<file path="config.mk">
export PLATFORM = sky130hd
export DESIGN_NAME = gpa_spi_multi_iface
export DESIGN_NICKNAME = d
export VERILOG_FILES = /design/src/rtl/gpa_spi_multi_iface.sv
export SDC_FILE = /design/constraint.sdc
export NUM_CORES = 1
export LEC_CHECK = 0
export CAP_MARGIN = 20
export CORE_ASPECT_RATIO = 0.6
export CORE_MARGIN = 8
export CORE_UTILIZATION = 35
export CTS_BUF_LIST = sky130_fd_sc_hd__clkbuf_4 sky130_fd_sc_hd__clkbuf_8 sky130_fd_sc_hd__clkbuf_16
export CTS_CLUSTER_DIAMETER = 120
export DETAILED_ROUTE_END_ITERATION = 7
export SYNTH_ARGS = -nofsm -noshare
export SYNTH_HDL_FRONTEND = slang
export SYNTH_SLANG_ARGS = --single-unit
</file>
<file path="constraint.sdc">
create_clock -name clk -period 3.1 [get_ports clk]
set_clock_uncertainty 0.05 [all_clocks]
set_input_delay 0.62 -clock clk [delete_from_list [all_inputs] [get_ports clk]]
set_output_delay 0.62 -clock clk [all_outputs]
set_load 0.005 [all_outputs]
</file>
<file path="src/rtl/gpa_spi_multi_iface.sv">
// rtl/gpa_spi_multi_iface.sv - multi-chip-select SPI master with command FIFO and MISO readback
module gpa_spi_multi_iface #(
    parameter int FRAME_W    = 24,
    parameter int CS_BITS    = 1,
    parameter int FIFO_DEPTH = 4,
    parameter int DIV_W      = 6
) (
    input  logic                   clk,
    input  logic                   rst_n,
    input  logic [31:0]            data_i,
    input  logic                   valid_i,
    input  logic [DIV_W-1:0]       spi_clk_div_i,
    input  logic                   err_clr_i,
    output logic                   full_o,
    output logic                   busy_o,
    output logic                   overflow_o,
    output logic                   fhd_clk_o,
    output logic                   fhd_sdo_o,
    input  logic                   fhd_sdi_i,
    output logic [2**CS_BITS-1:0]  fhd_csn_o,
    output logic [FRAME_W-1:0]     rdata_o,
    output logic [CS_BITS-1:0]     rcs_o,
    output logic                   rvalid_o
);
    localparam int N_CS = 2**CS_BITS;
    localparam int EW   = FRAME_W + CS_BITS + 1;
    localparam int AW   = $clog2(FIFO_DEPTH);
    localparam int HW   = $clog2(2*FRAME_W);

    localparam logic [AW:0]     CNT_ONE   = 1;
    localparam logic [AW:0]     CNT_FULL  = (AW+1)'(FIFO_DEPTH);
    localparam logic [AW-1:0]   PTR_ONE   = 1;
    localparam logic [DIV_W:0]  DIV_ONE   = 1;
    localparam logic [HW-1:0]   HALF_ONE  = 1;
    localparam logic [HW-1:0]   HALF_LAST = HW'(2*FRAME_W-1);
    localparam logic [N_CS-1:0] CS_ONE    = 1;

    typedef enum logic [1:0] {IDLE, SHIFT, HOLD, GAP} state_t;

    logic [EW-1:0]      mem [FIFO_DEPTH];
    logic [AW-1:0]      wr_ptr, rd_ptr;
    logic [AW:0]        count;
    logic               push, drop, pop;
    logic [EW-1:0]      wr_word, rd_word;
    logic [CS_BITS-1:0] rd_cs;

    state_t             state;
    logic [DIV_W:0]     h, cnt;
    logic [HW-1:0]      half_cnt;
    logic [FRAME_W-1:0] tx, rx;
    logic               rb;
    logic [CS_BITS-1:0] cs_idx;
    logic               half_done;
    logic               unused_data;

    // Only payload, chip-select index and readback flag are stored per entry.
    assign wr_word     = {data_i[31], data_i[FRAME_W +: CS_BITS], data_i[FRAME_W-1:0]};
    assign unused_data = ^data_i;
    assign rd_word     = mem[rd_ptr];
    assign rd_cs       = rd_word[FRAME_W +: CS_BITS];

    assign full_o    = (count == CNT_FULL);
    assign push      = valid_i && !full_o;
    assign drop      = valid_i && full_o;
    assign pop       = (state == IDLE) && (count != '0);
    assign half_done = (cnt == h - DIV_ONE);

    always_ff @(posedge clk) begin
        if (push)
            mem[wr_ptr] <= wr_word;
    end

    always_ff @(posedge clk) begin
        if (!rst_n) begin
            wr_ptr     <= '0;
            rd_ptr     <= '0;
            count      <= '0;
            overflow_o <= 1'b0;
        end else begin
            if (push)
                wr_ptr <= wr_ptr + PTR_ONE;
            if (pop)
                rd_ptr <= rd_ptr + PTR_ONE;
            case ({push, pop})
                2'b10:   count <= count + CNT_ONE;
                2'b01:   count <= count - CNT_ONE;
                default: count <= count;
            endcase
            if (drop)
                overflow_o <= 1'b1;
            else if (err_clr_i)
                overflow_o <= 1'b0;
        end
    end

    always_ff @(posedge clk) begin
        if (!rst_n) begin
            state     <= IDLE;
            h         <= '0;
            cnt       <= '0;
            half_cnt  <= '0;
            tx        <= '0;
            rx        <= '0;
            rb        <= 1'b0;
            cs_idx    <= '0;
            busy_o    <= 1'b0;
            fhd_clk_o <= 1'b0;
            fhd_sdo_o <= 1'b0;
            fhd_csn_o <= '1;
            rdata_o   <= '0;
            rcs_o     <= '0;
            rvalid_o  <= 1'b0;
        end else begin
            rvalid_o <= 1'b0;
            case (state)
                IDLE: begin
                    busy_o <= pop;
                    if (pop) begin
                        h         <= {1'b0, spi_clk_div_i} + DIV_ONE;
                        cnt       <= '0;
                        half_cnt  <= '0;
                        tx        <= rd_word[FRAME_W-1:0];
                        fhd_sdo_o <= rd_word[FRAME_W-1];
                        rb        <= rd_word[EW-1];
                        cs_idx    <= rd_cs;
                        fhd_csn_o <= ~(CS_ONE << rd_cs);
                        state     <= SHIFT;
                    end
                end
                SHIFT: begin
                    if (half_done) begin
                        cnt       <= '0;
                        half_cnt  <= half_cnt + HALF_ONE;
                        fhd_clk_o <= ~fhd_clk_o;
                        if (!fhd_clk_o) begin
                            rx <= {rx[FRAME_W-2:0], fhd_sdi_i};
                        end else if (half_cnt == HALF_LAST) begin
                            state <= HOLD;
                        end else begin
                            fhd_sdo_o <= tx[FRAME_W-2];
                            tx        <= {tx[FRAME_W-2:0], 1'b0};
                        end
                    end else begin
                        cnt <= cnt + DIV_ONE;
                    end
                end
                HOLD: begin
                    if (half_done) begin
                        cnt       <= '0;
                        fhd_csn_o <= '1;
                        fhd_sdo_o <= 1'b0;
                        if (rb) begin
                            rdata_o  <= rx;
                            rcs_o    <= cs_idx;
                            rvalid_o <= 1'b1;
                        end
                        state <= GAP;
                    end else begin
                        cnt <= cnt + DIV_ONE;
                    end
                end
                default: begin
                    if (half_done) begin
                        cnt    <= '0;
                        busy_o <= (count != '0);
                        state  <= IDLE;
                    end else begin
                        cnt <= cnt + DIV_ONE;
                    end
                end
            endcase
        end
    end
endmodule
</file>
* Word-level counts from Yosys, hierarchy flattened
Memories as Yosys holds them, arrays and structs flattened. A register that Yosys moved wholly into a read port is not among the register bits. Cells that the tools add are included.
Operators by class: add/subtract/negate cells 8, equality and inequality tests 13, shifts and indexed selects 1, multiplexer cells 36, bitwise gates (word level) 3, reduce and logical (&&, ||, !) cells 24
Operators with widths (count):
- two-way mux 23 bit | 4
- case mux 23 bit (2 select lines) | 1
- two-way mux 7 bit | 3
- two-way mux 2 bit | 9
- AND reduction 3 bit | 5
- two-way mux 6 bit | 2
- != test 2 bit (second input constant) | 6
- case mux 6 bit (2 select lines) | 1
- AND reduction 6 bit | 2
- two-way mux 1 bit | 11
- nonzero test 2 bit | 5
- adder 6 x 1 -> 7 bit (second input constant) | 1
- adder 7 x 1 -> 7 bit (second input constant) | 1
- == test 7 bit | 1
- subtractor 7 x 1 -> 7 bit (second input constant) | 1
- adder 6 x 1 -> 6 bit (second input constant) | 1
- == test 6 bit (second input constant) | 1
- case mux 2 bit (3 select lines) | 1
- case mux 3 bit (2 select lines) | 1
- AND reduction 2 bit | 3
- nonzero test 3 bit | 2
- AND reduction 5 bit | 1
- adder 2 x 1 -> 2 bit (second input constant) | 2
- == test 2 x 1 -> 1 bit (second input constant) | 2
- other kinds (14) | 18
Storage, ports and cells: register bits after elaboration 110, bits in writable memories 104, input port bits 43, output and inout port bits 33, logic and storage cells 105, memories kept 1
Memories:
- mem | words 4, width 26, rd ports 1, clocked after memory_dff 1, write ports 1, RTL line 40 | logic [EW-1:0] mem [FIFO_DEPTH];

* Logic depth before layout (Yosys ltp)
word-level depth 5, gate-level depth with buffers 12, gate-level depth less buffers 10

* Worst setup path before layout
No wires, ideal clock.
path kind reg-to-reg, start register h[0], end register tx[10], library setup time 0.147 ns, data arrival time 2.721 ns, required time 2.903 ns, slack 0.183 ns, cell stages (with the launch flop) 11, path buffers 2, period minus slack after synthesis 2.917 ns, path through dfxtp_1 clkbuf_1 inv_1 ha_1 or3b_1 a211o_1 a311oi_2 o211ai_2 o32ai_4 buf_2 a311oi_2
On the way: word-level cells in the longest chain between the ends 4
RTL lines:
- start: declaration | RTL line 48 | logic [DIV_W:0] h, cnt;
- start signal: assignment | RTL line 119 | h <= {1'b0, spi_clk_div_i} + DIV_ONE;
- subtractor 7 x 1 -> 7 bit | RTL line 66 | assign half_done = (cnt == h - DIV_ONE);
- == test 7 bit | RTL line 66
- != test 2 bit (no line)
- AND reduction 5 bit (no line)
- end signal: assignment | RTL line 122 | tx <= rd_word[FRAME_W-1:0];
- end signal: assignment | RTL line 141 | tx <= {tx[FRAME_W-2:0], 1'b0};
- end: declaration | RTL line 50 | logic [FRAME_W-1:0] tx, rx;
No other way between the ends. A chain may end at the register's enable or synchronous reset.

* Worst setup path in the final report
start register h[1], end register tx[1]
Same word-level chain as after synthesis.

==> results.txt <==
The instance count of the mapped netlist came out at just over 700. The count of TritonRoute iterations in the first routing pass came out at 4. Ranked by total cell area, the synthesized netlist is headed by edfxtp_1 (36%), dfxtp_1 (26%), mux4_2 (6.7%).

The worst hold-check slack came out at 0.403 ns. For this run, the number of Yosys warnings is 0. The number of violations reported at the end of detailed-routing iteration 0 is 427. For this design the static power due to leakage is 3.85 nW. When the netlist entered floorplanning its net count stood at 773.

After filler insertion, the fill cell instance count of the layout stands at 2317. The core occupancy in the finished layout came out at a little over two fifths. The overall power consumption came out at 9.17 mW.

The worst hold path begins at cs_idx. The number of failing hold endpoints at the final stage came out at 0. The average wire per standard cell is 16.2 µm. The total clock sinks is 216. TritonCTS built the clock tree.

The weighted congestion reported at the end of routability-driven placement came out at 0.808. The number of instances on the worst hold path came out at 2. The power density over the cells is around 850 nW/µm². In this run the worst setup path begins at h[1].

The detailed router placed 5594 vias in this run. The area share of the leading cell type in the synthesized netlist came out at 35.6%. The relative max-transition margin came out at between 40% and 50%. The final-report max-slew violation count is 0. Setup violations remaining at the end of the flow were counted as 0. The area growth from synthesis to layout is 22.9%. The synthesized cell area came out at just under 9000 µm². For this run, the leading register cell type out of synthesis is dfxtp_1. The share of the clock period used by the worst path is 94.8%. The placement row count came out at 45. The number of storage elements in the synthesis netlist is 216.

The worst-case IR drop observed on VDD is 0.000469 V. The count of buffer and inverter cells on the critical path came out at 2. The worst register-to-register path ends at tx[1]. Averaged over all synthesized cells, the footprint is 12.2 µm². The global router's overall resource usage came out at 11.9%.

The path with the worst hold slack has its endpoint at cs_idx. The share of async-settable or async-resettable flops after synthesis came out at 0%. Counting I/O delays and the setup requirement, the final critical path takes 2.94 ns.

The post-detailed-routing wire length is 18400 µm. The path class of the tightest hold or removal check is reg -> reg. Measured in cells, the most critical reg-to-reg path has a length of 10. The clock transition at the registers of the reported paths is 0.06 ns. The net count of the finished layout is 852. The total grt overflow is 0. The region available for standard cell placement spans 24900 µm². Setup repair after global routing left no endpoint under its margin.

The die is 220 µm wide. The cell sitting at the root of the clock tree is a clkbuf_16. The total die area came out at 30500 µm². Leaving out fill and tap cells, the most frequent cells in the layout are nand2_1 (114), dfxtp_1 (111), edfxtp_1 (104). The commonest non-fill, non-tap cell in the layout is nand2_1. The fraction of layout cells with a size suffix above 1 is between 10% and 20%.

Buffers inserted during clock tree synthesis total 22. The area of placed instances came out at 9950 µm². The first global-routing pass estimated 29800 µm of wire.

The synthesized design contains ~100 enable-type register cells. The vertical die dimension came out at 139 µm. The data required time at the worst endpoint came out at 3.47 ns. The largest individual stage delay along the critical path comes from the cell a311oi_4. The pin count of the biggest net entering global routing came out at 60. Synthesis instantiated 53 different standard cells from the library. The arrival time of the worst setup path is 3.31 ns. The signal on the critical path passes through inv_1, ha_1, or3b_1, a211o_1, a311oi_4, o211ai_4, o32ai_4, buf_12, nor2_1, a311oi_1. The via count of the first global-routing pass was 5463. Summed over all nets, the half-perimeter wirelength after detailed placement is approximately 12000 µm.

The number of buffers inserted by port buffering came out at 69. The setup TNS came out at 0 ns. The largest stage delay on the critical path is 0.41 ns. The number of design rule violations left after detail routing is 0. The reg2reg setup slack came out at between 0.15 and 0.2 ns. Once layout is done, the placed cells without fillers occupy roughly 11000 µm². The post-CTS setup buffer count is 0. The starting density of the core is 35.1%.

The count of boundary I/O pins is between 70 and 80. The critical path startpoint category is a register. The number of antenna violations at the first check in global routing is 1. The number of gates on the worst path with buffers counted is 10. The flow ran to the end, and the final reports show no timing, DRC or antenna violations. The repair_antennas step left the layout with diodes totalling 0. At the later pin of the worst-skew pair, clock insertion delay measures about 0.52 ns. Among cell families on the critical path, the largest total delay comes from compound AO/OA/AOI/OAI gates. The maximum clock frequency came out at 340 MHz. The highest fanout seen on the critical path came out at 23. STA classifies the critical path endpoint as a register. The clock passes through at most 3 buffers.

The number of maximum-capacitance constraint violations is 0. The type of the worst setup path is reg -> reg. The share of the yosys chip area belonging to registers is 61.2%. In this run the number of H-tree levels came out at 1. Dividing the detail-routed via count by the number of cells gives 4.91.

At the pin with the least slew margin, the transition time is 0.759 ns. The startpoint of the most critical register-to-register path is h[1]. edfxtp_1 takes more of the synthesized area than any other cell.

The number of nets still failing antenna checks after routing came out at 0.
==> layer usage <==
layer	vias to the layer above	track usage (%)	wire length (µm)
met2	77	17.2	7700
met3	33	2.64	706
met1	2736	17.8	9640
li1	2746	-	-
met5	-	0	13
met4	2	2.82	361
==> kinds of logic after synthesis <==
group	share of synthesized area (%)
compound gates	10.3
xor+xnor	2.00
fa+ha+maj	2.08
buf+inv	3.01
flops	61.2
mux	9.88
simple gates	11.5
==> how the worst max path moves through the flow <==
stage                        to  slack, ns
floorplan                tx[10]       0.18
global placement    half_cnt[5]       0.08
detailed placement  half_cnt[5]      0.003
CTS                 half_cnt[5]       0.07
global route             tx[10]       0.01
finish                    tx[1]       0.16
==> power breakdown <==
group	internal (mW)	switching, mW	total [mW]	leakage (nW)
Combinational	1.23	1.55	2.78	1.60
Sequential	3.40	0.271	3.67	1.86
Clock	1.60	1.12	2.72	0.388
==> registers in the layout, summed over array words and instances, names as in the netlist, named ones only <==
name,count
mem,104
rdata_o,24
rx,24
tx,23
cnt,7
h,7
half_cnt,6
count,3
fhd_csn_o,2
rd_ptr,2
state,2
wr_ptr,2
busy_o,1
cs_idx,1
fhd_clk_o,1
fhd_sdo_o,1
overflow_o,1
rb,1
rcs_o,1
rvalid_o,1
==> synthesized netlist by cell type, drive strengths merged, types with 3 or more instances <==
| cell | instances |
|---|---|
| xnor2 | 14 |
| dfxtp | 112 |
| o21ai | 11 |
| mux2i | 28 |
| nand3 | 10 |
| a21oi | 44 |
| mux4 | 26 |
| nor2 | 73 |
| a311oi | 26 |
| xor2 | 6 |
| or3 | 5 |
| nor2b | 4 |
| and2 | 4 |
| nand2b | 4 |
| buf | 10 |
| a211oi | 10 |
| edfxtp | 104 |
| ha | 13 |
| inv | 17 |
| and3 | 9 |
| o211ai | 3 |
| nand2 | 114 |
| clkbuf | 33 |
| nor3 | 8 |
==> worst min-delay path: cells and delay by family (launching register included) <==
family / cells / cell delay [ns]
flip-flops: 1 / 0.31
AND/OR/NAND/NOR: 1 / 0.05
AO/OA/AOI/OAI: 1 / 0.05
==> stage by stage <==
stage	setup WS (ns)	cells
floorplan	0.183	716
global placement	0.0773	1099
detailed placement	0.00269	1099
CTS	0.0693	1139
global route	0.0148	1140
finish	0.163	1140
==> layout make-up <==
type	instances	area [µm²]	area share (%)
multi-input combinational	438	3160	29.4
tap	329	412	3.82
timing repair buffer	98	988	9.18
clock inverter	11	114	1.06
inverter	19	72.6	0.674
clock buffer	29	656	6.09
sequential	216	5370	49.8
==> repair_timing <==
| item | CTS | global route |
|---|---|---|
| endpoints found under the setup margin | 5 | 23 |
| hold buffers | 0 | 0 |
| gates resized for setup | 1 | 3 |
| gates cloned | 0 | 1 |
| pin swaps | 0 | 1 |
Note: power is estimated with default switching activity, not from simulation.
